<file path="src/rtl/rf_wb_arbiter_pkg.sv">
// ---------------------------------------------------------------------------
// rf_wb_arbiter_pkg
//
// Purpose:
//   Shared constants and types for the register-file writeback arbiter and
//   its load scoreboard.
//
// Contents:
//   RW          register width
//   REGNO       number of registers
//   REGNO_LOG   register select width
//   CNT_W       starvation counter width
//   src_e       encoding of which writeback source owns the rf write port
//   sel_onehot  decode of a register select into a one-hot enable vector
// ---------------------------------------------------------------------------
package rf_wb_arbiter_pkg;

    localparam int RW        = 16;
    localparam int REGNO     = 8;
    localparam int REGNO_LOG = 3;
    localparam int CNT_W     = 4;

    typedef enum logic [1:0] {
        SRC_NONE = 2'd0,
        SRC_MEM  = 2'd1,
        SRC_EXE  = 2'd2,
        SRC_DBG  = 2'd3
    } src_e;

    function automatic logic [REGNO-1:0] sel_onehot(input logic [REGNO_LOG-1:0] sel);
        logic [REGNO-1:0] oh;
        oh      = '0;
        oh[sel] = 1'b1;
        return oh;
    endfunction

endpackage

</file>
<file path="src/rtl/rf_wb_arbiter_scoreboard.sv">
// ---------------------------------------------------------------------------
// rf_scoreboard
//
// Purpose:
//   Tracks which registers have a load in flight, answers the issue stage's
//   hazard lookup and flags scoreboard protocol errors.
//
// Ports:
//   i_clk, i_rst  clock, synchronous active-high reset
//   set_en/sel    a load was issued to register set_sel
//   clr_en/sel    a load completed (mem writeback) to register clr_sel
//   wr_en/sel     a non-load source (exe/dbg) is writing register wr_sel
//   chk_a/b/d     issue-stage source A, source B and destination
//   pending       registered scoreboard bits
//   stall         any checked register has a load in flight
//   err           single-cycle protocol error pulse
// ---------------------------------------------------------------------------
module rf_scoreboard
    import rf_wb_arbiter_pkg::*;
(
    input  logic                 i_clk,
    input  logic                 i_rst,
    input  logic                 set_en,
    input  logic [REGNO_LOG-1:0] set_sel,
    input  logic                 clr_en,
    input  logic [REGNO_LOG-1:0] clr_sel,
    input  logic                 wr_en,
    input  logic [REGNO_LOG-1:0] wr_sel,
    input  logic [REGNO_LOG-1:0] chk_a,
    input  logic [REGNO_LOG-1:0] chk_b,
    input  logic [REGNO_LOG-1:0] chk_d,
    output logic [REGNO-1:0]     pending,
    output logic                 stall,
    output logic                 err
);

    logic [REGNO-1:0] pending_q;
    logic [REGNO-1:0] set_mask;
    logic [REGNO-1:0] clr_mask;
    logic             same_reg;
    logic             err_clr;
    logic             err_set;
    logic             err_wr;

    // Decode the set and clear requests into masks so both can act on the
    // vector in the same cycle.
    always_comb begin
        set_mask = '0;
        clr_mask = '0;
        if (set_en) set_mask = sel_onehot(set_sel);
        if (clr_en) clr_mask = sel_onehot(clr_sel);
    end

    // Clear is applied before set, so a register that is both completed and
    // re-issued in one cycle stays pending.
    always_ff @(posedge i_clk) begin
        if (i_rst) begin
            pending_q <= '0;
        end else begin
            pending_q <= (pending_q & ~clr_mask) | set_mask;
        end
    end

    assign pending = pending_q;

    // Hazard lookup uses the registered bits only; a completion in this
    // cycle is not bypassed, the stall drops one cycle later.
    assign stall = pending_q[chk_a] | pending_q[chk_b] | pending_q[chk_d];

    // A re-issue to a register whose load completes in the same cycle is a
    // legal back-to-back load, not a double issue.
    assign same_reg = set_en && clr_en && (set_sel == clr_sel);

    assign err_clr = clr_en && !pending_q[clr_sel];
    assign err_set = set_en && pending_q[set_sel] && !same_reg;
    assign err_wr  = wr_en && pending_q[wr_sel];
    assign err     = err_clr | err_set | err_wr;

endmodule

</file>
<file path="src/rtl/rf_wb_arbiter.sv">
// ---------------------------------------------------------------------------
// rf_wb_arbiter
//
// Purpose:
//   Owns the single register-file write port and arbitrates it between
//   memory-load completion (mem), execute writeback (exe) and debug poke
//   (dbg). Also hosts the load scoreboard used by the issue stage.
//
// Ports:
//   i_clk, i_rst                  clock, synchronous active-high reset
//   i_mem_valid/sel/d             load data returning (always accepted)
//   i_exe_valid/sel/d, o_exe_ready  exe writeback handshake
//   i_dbg_valid/sel/d, o_dbg_ready  debug write handshake
//   i_ld_issue, i_ld_sel          load issued to memory this cycle
//   i_chk_a/b/d, o_stall          issue-stage hazard lookup
//   o_pending                     scoreboard bits
//   o_rf_d, o_rf_ie, o_rf_gie     rf write port (combinational from grant)
//   o_err                         sticky protocol error
//
// Parameters:
//   STARVE_LIM  cycles dbg may wait before it outranks exe (1..15)
// ---------------------------------------------------------------------------
module rf_wb_arbiter
    import rf_wb_arbiter_pkg::*;
#(
    parameter int STARVE_LIM = 4
) (
    input  logic                 i_clk,
    input  logic                 i_rst,
    input  logic                 i_mem_valid,
    input  logic [REGNO_LOG-1:0] i_mem_sel,
    input  logic [RW-1:0]        i_mem_d,
    input  logic                 i_exe_valid,
    input  logic [REGNO_LOG-1:0] i_exe_sel,
    input  logic [RW-1:0]        i_exe_d,
    output logic                 o_exe_ready,
    input  logic                 i_dbg_valid,
    input  logic [REGNO_LOG-1:0] i_dbg_sel,
    input  logic [RW-1:0]        i_dbg_d,
    output logic                 o_dbg_ready,
    input  logic                 i_ld_issue,
    input  logic [REGNO_LOG-1:0] i_ld_sel,
    input  logic [REGNO_LOG-1:0] i_chk_a,
    input  logic [REGNO_LOG-1:0] i_chk_b,
    input  logic [REGNO_LOG-1:0] i_chk_d,
    output logic                 o_stall,
    output logic [REGNO-1:0]     o_pending,
    output logic [RW-1:0]        o_rf_d,
    output logic [REGNO-1:0]     o_rf_ie,
    output logic                 o_rf_gie,
    output logic                 o_err
);

    localparam logic [CNT_W-1:0] LIM     = CNT_W'(STARVE_LIM);
    localparam logic [CNT_W-1:0] CNT_MAX = '1;

    src_e                 grant;
    logic [CNT_W-1:0]     starve_cnt;
    logic                 starved;
    logic [REGNO_LOG-1:0] grant_sel;
    logic [RW-1:0]        grant_d;
    logic                 mem_wb;
    logic                 other_wb;
    logic                 sb_err;
    logic                 err_q;

    assign starved = (starve_cnt >= LIM);

    // Grant selection: mem always wins, a starved dbg outranks exe, and
    // nothing is granted while reset is held so the rf sees no write.
    always_comb begin
        grant = SRC_NONE;
        if (i_rst) begin
            grant = SRC_NONE;
        end else if (i_mem_valid) begin
            grant = SRC_MEM;
        end else if (i_dbg_valid && starved) begin
            grant = SRC_DBG;
        end else if (i_exe_valid) begin
            grant = SRC_EXE;
        end else if (i_dbg_valid) begin
            grant = SRC_DBG;
        end
    end

    // Route the granted source's register select and data onto the port;
    // idle drives zeros.
    always_comb begin
        grant_sel = '0;
        grant_d   = '0;
        case (grant)
            SRC_MEM: begin
                grant_sel = i_mem_sel;
                grant_d   = i_mem_d;
            end
            SRC_EXE: begin
                grant_sel = i_exe_sel;
                grant_d   = i_exe_d;
            end
            SRC_DBG: begin
                grant_sel = i_dbg_sel;
                grant_d   = i_dbg_d;
            end
            default: begin
                grant_sel = '0;
                grant_d   = '0;
            end
        endcase
    end

    assign o_rf_gie    = (grant != SRC_NONE);
    assign o_rf_ie     = o_rf_gie ? sel_onehot(grant_sel) : '0;
    assign o_rf_d      = grant_d;
    assign o_exe_ready = (grant == SRC_EXE);
    assign o_dbg_ready = (grant == SRC_DBG);

    // Counts how long dbg has been waiting; saturates so a long mem burst
    // cannot wrap it back below the limit.
    always_ff @(posedge i_clk) begin
        if (i_rst) begin
            starve_cnt <= '0;
        end else if (!i_dbg_valid || (grant == SRC_DBG)) begin
            starve_cnt <= '0;
        end else if (starve_cnt != CNT_MAX) begin
            starve_cnt <= starve_cnt + 1'b1;
        end
    end

    assign mem_wb   = (grant == SRC_MEM);
    assign other_wb = (grant == SRC_EXE) || (grant == SRC_DBG);

    rf_scoreboard u_scoreboard (
        .i_clk   (i_clk),
        .i_rst   (i_rst),
        .set_en  (i_ld_issue),
        .set_sel (i_ld_sel),
        .clr_en  (mem_wb),
        .clr_sel (i_mem_sel),
        .wr_en   (other_wb),
        .wr_sel  (grant_sel),
        .chk_a   (i_chk_a),
        .chk_b   (i_chk_b),
        .chk_d   (i_chk_d),
        .pending (o_pending),
        .stall   (o_stall),
        .err     (sb_err)
    );

    // Sticky error flag, only cleared by reset.
    always_ff @(posedge i_clk) begin
        if (i_rst) begin
            err_q <= 1'b0;
        end else if (sb_err) begin
            err_q <= 1'b1;
        end
    end

    assign o_err = err_q;

endmodule

</file>
<file path="config.mk">
export PLATFORM = sky130hd
export DESIGN_NAME = rf_wb_arbiter
export DESIGN_NICKNAME = d
export VERILOG_FILES = /design/src/rtl/rf_wb_arbiter_pkg.sv /design/src/rtl/rf_wb_arbiter_scoreboard.sv /design/src/rtl/rf_wb_arbiter.sv
export SDC_FILE = /design/constraint.sdc
export NUM_CORES = 1
export LEC_CHECK = 0
export CAP_MARGIN = 20
export CORE_ASPECT_RATIO = 0.75
export CORE_MARGIN = 4
export CORE_UTILIZATION = 24
export CTS_BUF_LIST = sky130_fd_sc_hd__clkbuf_4 sky130_fd_sc_hd__clkbuf_8 sky130_fd_sc_hd__clkbuf_16
export DETAILED_ROUTE_END_ITERATION = 16
export SYNTH_ARGS = -nofsm -noshare
export SYNTH_HDL_FRONTEND = slang
export SYNTH_HIERARCHICAL = 1
export SYNTH_SLANG_ARGS = --single-unit
</file>
<file path="constraint.sdc">
create_clock -name i_clk -period 3.4 [get_ports i_clk]
set_input_delay 0.68 -clock i_clk [delete_from_list [all_inputs] [get_ports i_clk]]
set_output_delay 0.68 -clock i_clk [all_outputs]
set_load 0.05 [all_outputs]
</file>
==> impl_metrics.yaml <==
yosys:
  synthTopCellsByArea: "dfxtp_1, mux4_2, a222oi_1"
  syn_area_per_cell_um2: 8.869
  yosysSeqAreaShare: 0.1726
  yosysUniqueCellTypes: 40
  ys_dominant_reg_cell: "dfxtp_1"
  synth.top_cell.area_share: 0.1726
  yosys.area.top_type: "dfxtp_1"
  yosysMostFrequentCell: "nor2_1"
  synth_commonest_cells: "nor2_1, a222oi_1, dfxtp_1"
  yosys_register_bits: 13
  synth_edf_count: 0
  async_flop_share: 0
  synth_warnings: 6
  netlist_area_mm2: 0.001508
  synthesis.instances: 170
  synth_nets: 246
finish:
  final_util: 0.5170
  finish.net_count: 364
  stdcell_area_mm2: 0.003074
  antennaDiodeCount: 0
  instances_no_fill: 365
  area_growth_pct: 103.9
  drive_gt1_frac: 0.2578
die:
  core_mm2: 0.005946
  rows: 24
  boundaryPins: 112
  die_x_um: 99.52
  start_util: 0.2536
  die_h_um: 76.64
  dieArea_mm2: 0.007627
critical_path:
  critPathLaunchType: "input pin"
  cp_max_fo: 11
  crit_start: "i_mem_valid"
  cpMaxStageDelayCell: "clkdlybuf4s50_1"
  required_ns: 2.72
  regToRegStartpoint: "starve_cnt[3]$_SDFFE_PP0P_"
  r2r_slack_ns: 0.90
  r2r-end: "o_err$_SDFFE_PP0P_"
  path_common_cell: "buf_4"
  crit_path_end_kind: "output port"
  crit_arrival_ns: 2.59
  slowest_delay_ns: 0.43
  worstRegToRegCells: 8
  cp_cell_sequence: "clkdlybuf4s50_1, nor2b_1, buf_4, and2_1, a221oi_4, inv_2, nor3_1, buf_4, buf_12"
  endpoint: "o_rf_ie[3]"
  crit_type: "input pin to output port"
sta:
  finalHoldViolCount: 0
  setup_viol: 0
  worst_pin_slew_ns: 0.5038
  max_freq_ghz: 0.3060
  rsz0062_at_grt: "yes"
  max_slew_margin: 0.6631
  finalMaxSlewViolations: 0
  fin_crit_sh: 0.9613
  period_needed_ns: 3.268
  finClkSkew_ns: 0.001635
power_and_ir_drop:
  power_leakage_nw: 1.170
  clkPwrFrac: 0.202
  peakVddDrop_uv: 103.0
  p_comb_frac: 0.567
  seqPwrFrac: 0.230
  cellInternalPower_mw: 0.4677
  p_per_area_mw_per_mm2: 237.7
  switching_share: 0.3600
  p_sw_mw: 0.2631
place:
  globalplace.congestion: 0.7903
  post-place-cells: 361
  hpwl_um: 4877
  port-buffer-count: 111
  post_dp_cell_area_mm2: 0.003020
grt:
  grt_pass1_wl_um: 9487
  grt-ovfl-total: 0
  grt_pass1_vias: 1748
  grt_start_max_net_pins: 15
  track_usage: 0.1519
  antenna_found_initial: 0
cts:
  cts_tree: "yes"
  clk_latency_ns: 0.24
  clock_sinks: 13
  clockBufferDepth: 2
  ctsHoldBuffers: 0
  cts_buffers: 3
  cts-root-buf: "clkbuf_8"
  clk_pin_slew_worst_paths_ns: 0.06
  htreeDepth: 1
drt:
  vias_per_cell: 5.085
  wl_per_cell_um: 16.70
  firstDrtPassIters: 5
  antenna_left: 0
  drtIter0Drc: 157
  drc: 0
  wirelength_um: 6096
  vias: 1856
flow_run:
  drv_cap: 0
outcome:
  outcome: "finished clean"
min_path:
  hp-class: "flop to flop"
[how the worst min path moves through the flow]
stage	start	end	slack, ns	cells after the start
after global routing	o_err$_SDFFE_PP0P_	o_err$_SDFFE_PP0P_	0.53	2
after floorplan	starve_cnt[1]$_SDFFE_PP0P_	starve_cnt[1]$_SDFFE_PP0P_	0.51	2
after global placement	o_err$_SDFFE_PP0P_	o_err$_SDFFE_PP0P_	0.49	2
final	o_err$_SDFFE_PP0P_	o_err$_SDFFE_PP0P_	0.51	2
after detailed placement	o_err$_SDFFE_PP0P_	o_err$_SDFFE_PP0P_	0.50	2
after CTS	o_err$_SDFFE_PP0P_	o_err$_SDFFE_PP0P_	0.51	2
[flip-flops by register name, indices dropped and copies added, names as in the netlist]
register and count:
starve_cnt 4, u_scoreboard/pending 8, o_err 1
[through the flow]
stage | setup WS, ns | hold WS, ns | total power, mW | setup TNS (ns)
3_3_place_gp | 0.07273 | 0.4924 | 0.5850 | 0
4_1_cts | 0.09392 | 0.5138 | 0.7350 | 0
6_report | 0.1316 | 0.5097 | 0.7309 | 0
2_1_floorplan | -0.02568 | 0.5115 | 0.3624 | -0.07703
5_1_grt | -0.003759 | 0.5286 | 0.7672 | -0.003759
3_5_place_dp | 0.09883 | 0.5003 | 0.5858 | 0
[layer usage]
metal | wire length [um] | GRT usage | vias to the layer above
met5 | 0 | 0 | -
met4 | 0 | 0.004093 | 0
met2 | 2782 | 0.2272 | 78
met1 | 2853 | 0.2284 | 881
met3 | 461 | 0.04026 | 0
li1 | - | - | 897
[what timing repair did]
item / CTS / global route
setup endpoints to repair: 0 / 5
resized for setup: 0 / 2
buffers inserted: 0 / 0
[power by group through the flow]
| stage | logic [mW] | registers [mW] | clock network (mW) |
|---|---|---|---|
| global route | 0.435 | 0.169 | 0.163 |
| floorplan | 0.179 | 0.183 | 0 |
| detailed placement | 0.414 | 0.171 | 0 |
| CTS | 0.416 | 0.168 | 0.151 |
| global placement | 0.413 | 0.172 | 0 |
| finish | 0.415 | 0.168 | 0.148 |
[cell families after synthesis]
kind of cell / synth area share
fa+ha+maj: 0.008297
mux: 0.2042
flops: 0.1726
simple gates: 0.2423
buf+inv: 0.08465
xor+xnor: 0.02323
compound gates: 0.2647
[critical path, delay by kind of cell]
| family | cells | cell delay, ns |
|---|---|---|
| and+or+nand+nor | 3 | 0.58 |
| AOI/OAI and AO/OA | 1 | 0.28 |
| buffers and inverters | 5 | 1.04 |
[cell usage in the layout (no fill, tap or decap), types with 3 or more instances in the layout]
cell | Yosys | final
inv_1 | 9 | 8
and2_1 | 4 | 4
nor3_1 | 8 | 7
buf_4 | 1 | 17
mux4_2 | 11 | 11
a21oi_1 | 8 | 8
a222oi_1 | 16 | 16
o21ai_0 | 7 | 7
nand3_1 | 7 | 7
a221oi_4 | 3 | 3
nor2b_1 | 5 | 5
buf_12 | 0 | 27
nand2b_1 | 5 | 5
clkbuf_8 | 0 | 3
nor2_1 | 21 | 21
clkdlybuf4s50_1 | 0 | 83
nor3_2 | 2 | 3
mux2i_1 | 6 | 6
nand2_1 | 7 | 7
xnor2_1 | 4 | 4
dfxtp_1 | 13 | 13
[area by class of cell]
cell class	instances	area (um^2)
tap	78	97.59
clock buffer	4	48.80
inverter	11	43.79
fill	550	2872
multi-input combinational	132	1125
sequential	13	260.3
timing repair buffer	127	1499
No activity file was read; power rests on OpenSTA's default activity.
